File: config.mk
export PLATFORM = sky130hd
export DESIGN_NAME = led_fill_drain_flat
export DESIGN_NICKNAME = d
export VERILOG_FILES = /design/src/rtl/led_fill_drain_if.sv /design/src/rtl/led_fill_drain.sv /design/src/flat_wrapper.sv
export SDC_FILE = /design/constraint.sdc
export NUM_CORES = 1
export LEC_CHECK = 0
export BUFFER_PORTS_ARGS = -buffer_cell sky130_fd_sc_hd__buf_2
export CAP_MARGIN = 20
export CORE_ASPECT_RATIO = 0.6
export CORE_MARGIN = 2
export CORE_UTILIZATION = 30
export CTS_BUF_LIST = sky130_fd_sc_hd__clkbuf_8 sky130_fd_sc_hd__clkbuf_16
export DETAILED_ROUTE_END_ITERATION = 10
export HOLD_SLACK_MARGIN = 0.15
export MAX_ROUTING_LAYER = met4
export SYNTH_ARGS = -nofsm -noshare
export SYNTH_HDL_FRONTEND = slang
export SYNTH_SLANG_ARGS = --single-unit
File: constraint.sdc
create_clock -name clk -period 3 [get_ports clk]
set_input_delay 0.3 -clock clk [delete_from_list [all_inputs] [get_ports clk]]
set_output_delay 0.3 -clock clk [all_outputs]
set_load 0.1 [all_outputs]
File: src/rtl/led_fill_drain_if.sv
// led_fill_drain_if: run/direction controls and LED/phase/step outputs of the pattern engine
interface led_fill_drain_if #(parameter int WIDTH = 8);
  logic en;
  logic dir;
  logic [WIDTH-1:0] led;
  logic [1:0] phase;
  logic step;
  modport master(output en, dir, input led, phase, step);
  modport slave(input en, dir, output led, phase, step);
endinterface

File: src/rtl/led_fill_drain.sv
// led_fill_drain: prescaled FILL/HOLD/DRAIN/GAP LED pattern engine with run-time direction
module led_fill_drain #(
  parameter int WIDTH = 8,
  parameter int DIV = 25_000_000,
  parameter int HOLD_STEPS = 2
) (
  input logic clk,
  input logic rs,
  led_fill_drain_if.slave bus
);
  localparam int CW = DIV > 1 ? $clog2(DIV) : 1;
  localparam int HW = HOLD_STEPS > 1 ? $clog2(HOLD_STEPS) : 1;
  localparam logic [CW-1:0] C_LAST = CW'(DIV - 1);
  localparam logic [HW-1:0] H_LAST = HW'(HOLD_STEPS - 1);
  typedef enum logic [1:0] {FILL, HOLD, DRAIN, GAP} state_t;
  state_t st;
  logic [CW-1:0] cnt;
  logic [HW-1:0] hc;
  logic tick;
  logic [WIDTH-1:0] fill_v, drain_v;
  assign tick = bus.en && cnt == C_LAST;
  assign fill_v = bus.dir ? {1'b1, bus.led[WIDTH-1:1]} : {bus.led[WIDTH-2:0], 1'b1};
  assign drain_v = bus.dir ? {1'b0, bus.led[WIDTH-1:1]} : {bus.led[WIDTH-2:0], 1'b0};
  assign bus.phase = st;
  always_ff @(posedge clk or posedge rs)
    if (rs) begin
      cnt <= '0;
      hc <= '0;
      st <= FILL;
      bus.led <= '0;
      bus.step <= 1'b0;
    end else begin
      bus.step <= tick;
      if (bus.en) cnt <= cnt == C_LAST ? '0 : cnt + 1'b1;
      if (tick)
        case (st)
          FILL: begin
            bus.led <= fill_v;
            if (&fill_v) begin
              st <= HOLD;
              hc <= '0;
            end
          end
          HOLD: begin
            st <= hc == H_LAST ? DRAIN : HOLD;
            hc <= hc == H_LAST ? '0 : hc + 1'b1;
          end
          DRAIN: begin
            bus.led <= drain_v;
            if (drain_v == '0) begin
              st <= GAP;
              hc <= '0;
            end
          end
          default: begin
            st <= hc == H_LAST ? FILL : GAP;
            hc <= hc == H_LAST ? '0 : hc + 1'b1;
          end
        endcase
    end
endmodule

File: src/flat_wrapper.sv
// flat-port wrapper written by rule: the top's interface ports become plain ports
module led_fill_drain_flat 
#(
  parameter int WIDTH = 8,
  parameter int DIV = 25_000_000,
  parameter int HOLD_STEPS = 2
)
  (clk, rs, bus_en, bus_dir, bus_led, bus_phase, bus_step);
  led_fill_drain_if #(.WIDTH(WIDTH)) bus_i ();
  input logic clk;
  input logic rs;
  input wire logic [$bits(bus_i.en)-1:0] bus_en;
  input wire logic [$bits(bus_i.dir)-1:0] bus_dir;
  output wire logic [$bits(bus_i.led)-1:0] bus_led;
  output wire logic [$bits(bus_i.phase)-1:0] bus_phase;
  output wire logic [$bits(bus_i.step)-1:0] bus_step;
  assign bus_i.en = bus_en;
  assign bus_i.dir = bus_dir;
  assign bus_led = bus_i.led;
  assign bus_phase = bus_i.phase;
  assign bus_step = bus_i.step;
  led_fill_drain #(.WIDTH(WIDTH), .DIV(DIV), .HOLD_STEPS(HOLD_STEPS)) u_core (.clk(clk), .rs(rs), .bus(bus_i));
endmodule
# After elaboration in Yosys (flattened, before gate mapping)
# Index checks and enable logic that the tools add are counted.
[word_totals] output_inout_bits=11 register_bits=37 wordCells=32
[classes] n_mux=13 reduce_logical=7 addsub=2 n_eq_ne=5
[op_table] operator="adder 25 x 1 -> 25 bit (second input constant)" n=1
[op_table] operator="== test 25 bit (second input constant)" n=1
[op_table] operator="2-to-1 mux 25 bit" n=1
[op_table] operator="2-to-1 mux 8 bit" n=2
[op_table] operator="one-hot mux 8 bit (2 select lines)" n=1
[op_table] operator="zero test 8 bit" n=1
[op_table] operator="2-to-1 mux 2 bit" n=4
[op_table] operator="AND reduction 8 bit" n=1
[op_table] operator="one-hot mux 2 bit (3 select lines)" n=1
[op_table] operator="inequality test 2 x 1 -> 1 bit (second input constant)" n=2
[op_table] operator="2-to-1 mux 1 bit" n=3
[op_table] operator="AND reduction 3 bit" n=1
[op_table] operator="== test 2 x 1 -> 1 bit (second input constant)" n=1
[op_table] operator="== test 2 bit (second input constant)" n=1
[op_table] operator="zero test 2 bit" n=1
[op_table] operator="one-hot mux 1 bit (2 select lines)" n=1
[op_table] operator="AND reduction 2 bit" n=1
[op_table] operator="nonzero test 2 bit" n=1
[op_table] operator="adder 1 bit (second input constant)" n=1
[op_table] operator="logical AND 1 bit" n=1

# Longest topological paths before layout
[logic_depth] depth_word=4 mapped_depth=7

# Least setup slack after synthesis
# OpenSTA, ideal clock, no wires.
[synth_timing] kind="register to register" startpoint="reg u_core.cnt[0]" endpoint="reg u_core.bus.led[1]" setup_slack_ns=0.829 t_required_ns=2.874 arrival_ns=2.045 synth_period_minus_slack_ns=2.171 stages_incl_launch_ff=7 cell_sequence="dfrtp_1 ha_1 nand4_4 or4_1 buf_6 nor3_4 mux2_2"
[synth_via] elab_chain_cells=3
[synth_lines] item="from (decl)" line="led_fill_drain.sv:17" text="logic [CW-1:0] cnt;"
[synth_lines] item="from (signal assigned)" line="led_fill_drain.sv:34" text="if (bus.en) cnt <= cnt == C_LAST ? '0 : cnt + 1'b1;"
[synth_lines] item="== test 25 bit" line="led_fill_drain.sv:21" text="assign tick = bus.en && cnt == C_LAST;"
[synth_lines] item="logical AND 1 bit" line="led_fill_drain.sv:21"
[synth_lines] item="AND reduction 2 bit (no source line)"
[synth_lines] item="to (signal assigned)" line="led_fill_drain.sv:38" text="bus.led <= fill_v;"
[synth_lines] item="to (signal assigned)" line="led_fill_drain.sv:49" text="bus.led <= drain_v;"
[synth_lines] item="to (decl)" line="led_fill_drain_if.sv:9" text="modport slave(input en, dir, output led, phase, step);"
# Every way passes these cells.
# A chain may end at the register's enable or synchronous reset.

# Worst setup path after layout
[layout_timing] startpoint="reg u_core.cnt[0]" endpoint="reg u_core.bus.led[0]"
# Same word-level chain as after synthesis.

==> summary.md <==
| Metric | Value |
|---|---|
| Cells after synthesis | `178` |
| Hold violation total from the final report | `0` |
| Number of global-route vias before repair | `1342` |
| Asr flop ratio synth | `100.0%` |
| Sequential fraction of the synthesis area | `48.18%` |
| CP Max Fanout | `8` |
| Root Buffer | `clkbuf_8` |
| Cts hold-fix bufs | `0` |
| Avg Cell Area, Syn | `10.80 sq um` |
| Die Height | `66.00 um` |
| Actual slew at the worst max-slew pin | `0.8166 ns` |
| Power Density | `504.0 nW/um^2` |
| Minimum clock period | `2.429 ns` |
| CTS tree | `built` |
| Starting Density | `31.31%` |
| DRC viols | `0` |
| GR Layer Usage met3 | `3.251%` |
| Post-synth top flop | `dfrtp_1` |
| Count of different cell masters after synthesis | `35` |
| Largest net degree at the start of global routing | `23` |
| Final Cycle Share | `80.97%` |
| Setup slack after layout | `0.5708 ns` |
| Detailed placement HPWL | `2627 um` |
| Final Wtd Congestion | `0.7950` |
| CTS buffer count | `5` |
| Peak Freq | `411.7 MHz` |
| # placed instances | `272` |
| Max Buffers Root-to-Sink | `2` |
| CP arrival | `2.62 ns` |
| Share of layout cells above drive strength 1 | `21.94%` |
| Fin. max-slew vios | `0` |
| Antenna-violating nets left | `0` |
| CORE AREA | `6138 sq um` |
| CP Capture Type | `register` |
| CTS H-tree depth | `2` |
| Via count | `1403` |
| Busiest grt layer | `met1` |
| GR met2 Demand/Resource | `15.90%` |
| Setup CP Type | `register to register` |
| Synthesis Warnings | `0` |
| # nets final | `200` |
| Area grow syn2layout | `12.56%` |
| Leakage | `0.9388 nW` |
| Remaining Overflow, GRT | `0` |
| Synth Cell Area | `1922 sq um` |
| Slew headroom | `45.50%` |
| Postcts setup bufs | `0` |
| Global-route wire length before repair | `6555 um` |
| Clock sinks | `37` |
| Drt pass-1 iters | `4` |
| EDFF count, synth | `0` |
| Via/cell ratio | `5.011` |
| Final instance area | `2163 sq um` |
| Worst VDD drop | `0.2461 mV` |
| Syn Nets | `183` |
| DR WL/cell | `13.16 um` |
| DRT Wirelength | `3686 um` |
| Clock slew seen by the registers of the worst setup and hold paths | `0.08 ns` |
| IO Port Bufs | `14` |
| All-layer global routing usage | `12.44%` |
| CTS resizes | `0` |
| Dpl ws | `0.5869 ns` |
| DR iter-0 viols | `59` |
| Total Neg Setup Slack | `0 ns` |
| RSZ-0062 raised after global routing | `false` |
| Row count | `22` |
| Die ar. | `7083 sq um` |
| Routing usage on met1 | `17.79%` |
| Status | `completed` |
| Setup-failing EPs final | `0` |
| Critical Path Start Type | `register` |
| Antenna violations before repair | `0` |
| Fin Clk Skew | `0.008293 ns` |
| Clock Latency Late Sink | `0.30 ns` |
| Non-Filler Instances | `280` |
| Seq cells post-synth | `37` |
| Die X | `107.3 um` |
| MaxCap Viol Count | `0` |
| Area after DPL | `2073 sq um` |
| Type of the most critical hold path | `primary input to asynchronous set/reset pin` |
| FILL cells | `615` |
| Ant diodes | `0` |
| Required @ worst endpoint | `3.19 ns` |
| Final core occ | `35.24%` |
| # IOs | `15` |
==> critical path, stage by stage, from the launching register on <==
cell,delay [ns]
dfrtp_1,0.40
ha_1,0.23
nand4_4,0.16
or4_1,0.68
nor3_4,0.47
mux2_2,0.39
==> layer usage <==
metal  routed length [um]  vias up  share of wire (%)
li1                     -      691                  -
met1                 2105      687                 57
met2                 1392       17                 38
met3                  105        8                2.8
met4                   82        0                2.2
met5                    0        -                  0
==> cell type report <==
class                      instances  area [sq um]  share of cell area [%]
clock buffer                       5         68.82                   3.181
clock inverter                     3         21.27                  0.9832
inverter                           9         33.78                   1.562
multi-input combinational        126         923.4                   42.68
sequential                        37         925.9                   42.80
tap                               84         105.1                   4.858
timing repair buffer              16         85.08                   3.933
==> cell usage after synthesis (2+ instances only) <==
master    number  area, sq um
nor4_1         5        31.28
nor3_1         2        10.01
o31ai_1        8        60.06
mux2_2        12        135.1
nand4b_1       2        17.52
or4_1          7        52.55
and4_1         2        17.52
dfrtp_1       37        925.9
a21oi_1        8        40.04
inv_1          9        33.78
clkbuf_1       3        11.26
nor2_1        12        45.04
or3_1          6        37.54
nand3_1        6        30.03
xnor2_1        9        78.83
or2_2          2        12.51
xor2_1         7        61.31
nand2_1        9        33.78
o21ai_0        5        25.02
nand4_1        5        31.28
mux2i_1        5        50.05
nor4b_1        3        26.28
buf_6          2        22.52
==> worst paths after layout <==
path                       cells past startpoint                       endpoint  slack [ns]                  startpoint
max                                            5  u_core.bus.led[0]$_DFFE_PP0P_        0.57   u_core.cnt[0]$_DFFE_PP0P_
min                                            2  u_core.bus.led[5]$_DFFE_PP0P_        0.15                          rs
max reg2reg                                    5  u_core.bus.led[0]$_DFFE_PP0P_        0.57   u_core.cnt[0]$_DFFE_PP0P_
min reg2reg                                    1     u_core.cnt[23]$_DFFE_PP0P_        0.52  u_core.cnt[23]$_DFFE_PP0P_
max in group asynchronous                      3     u_core.cnt[20]$_DFFE_PP0P_        2.11                          rs
min in group clk                               3      u_core.cnt[2]$_DFFE_PP0P_        0.33                      bus_en
==> cell usage in the layout, fill, tap and decap left out, types with 2 or more instances in the layout <==
cell	synthesis	routed
dfrtp_1	37	37
buf_2	1	14
nor2_1	12	12
mux2_2	12	12
inv_1	9	9
nand2_1	9	9
xnor2_1	9	9
a21oi_1	8	8
o31ai_1	8	8
or4_1	7	7
xor2_1	7	7
nand3_1	6	6
or3_1	6	6
nand4_1	5	5
nor4_1	5	5
o21ai_0	5	5
mux2i_1	5	5
clkbuf_8	0	5
nor4b_1	3	3
nand4b_1	2	2
and4_1	2	2
or2_2	2	2
nor3_1	2	2
buf_4	0	2
==> per-stage QoR <==
stage,hold WS [ns],power [W]
after global routing,0.2205,0.001154
after CTS,0.1760,0.001105
after global placement,0.5027,0.0007414
after detailed placement,0.5048,0.0007411
after floorplan,0.4500,0.0007088
final,0.1467,0.001090
==> flip-flops by register name, indices dropped and copies added, names as in the netlist <==
signal and cells:
u_core.bus.led 8, u_core.cnt 25, u_core.bus.step 1, u_core.bus.phase 2, u_core.hc 1
==> cell families (layout without fill, tap and decap cells) <==
group | count (synthesis) | after routing | synth area share [%]
compound gates | 25 | 25 | 8.073
mux | 17 | 17 | 9.636
simple gates | 67 | 67 | 22.40
flops | 37 | 37 | 48.18
xor+xnor | 16 | 16 | 7.292
fa+ha+maj | 1 | 1 | 0.6509
buf+inv | 15 | 33 | 3.776
==> report_power, final <==
part           switching, W  total (W)  internal, W
registers         0.0000600   0.000605     0.000545
clock network      0.000195   0.000360     0.000165
logic             0.0000653   0.000126    0.0000603
total              0.000321    0.00109     0.000770
Power figures use the tool's default switching activity.
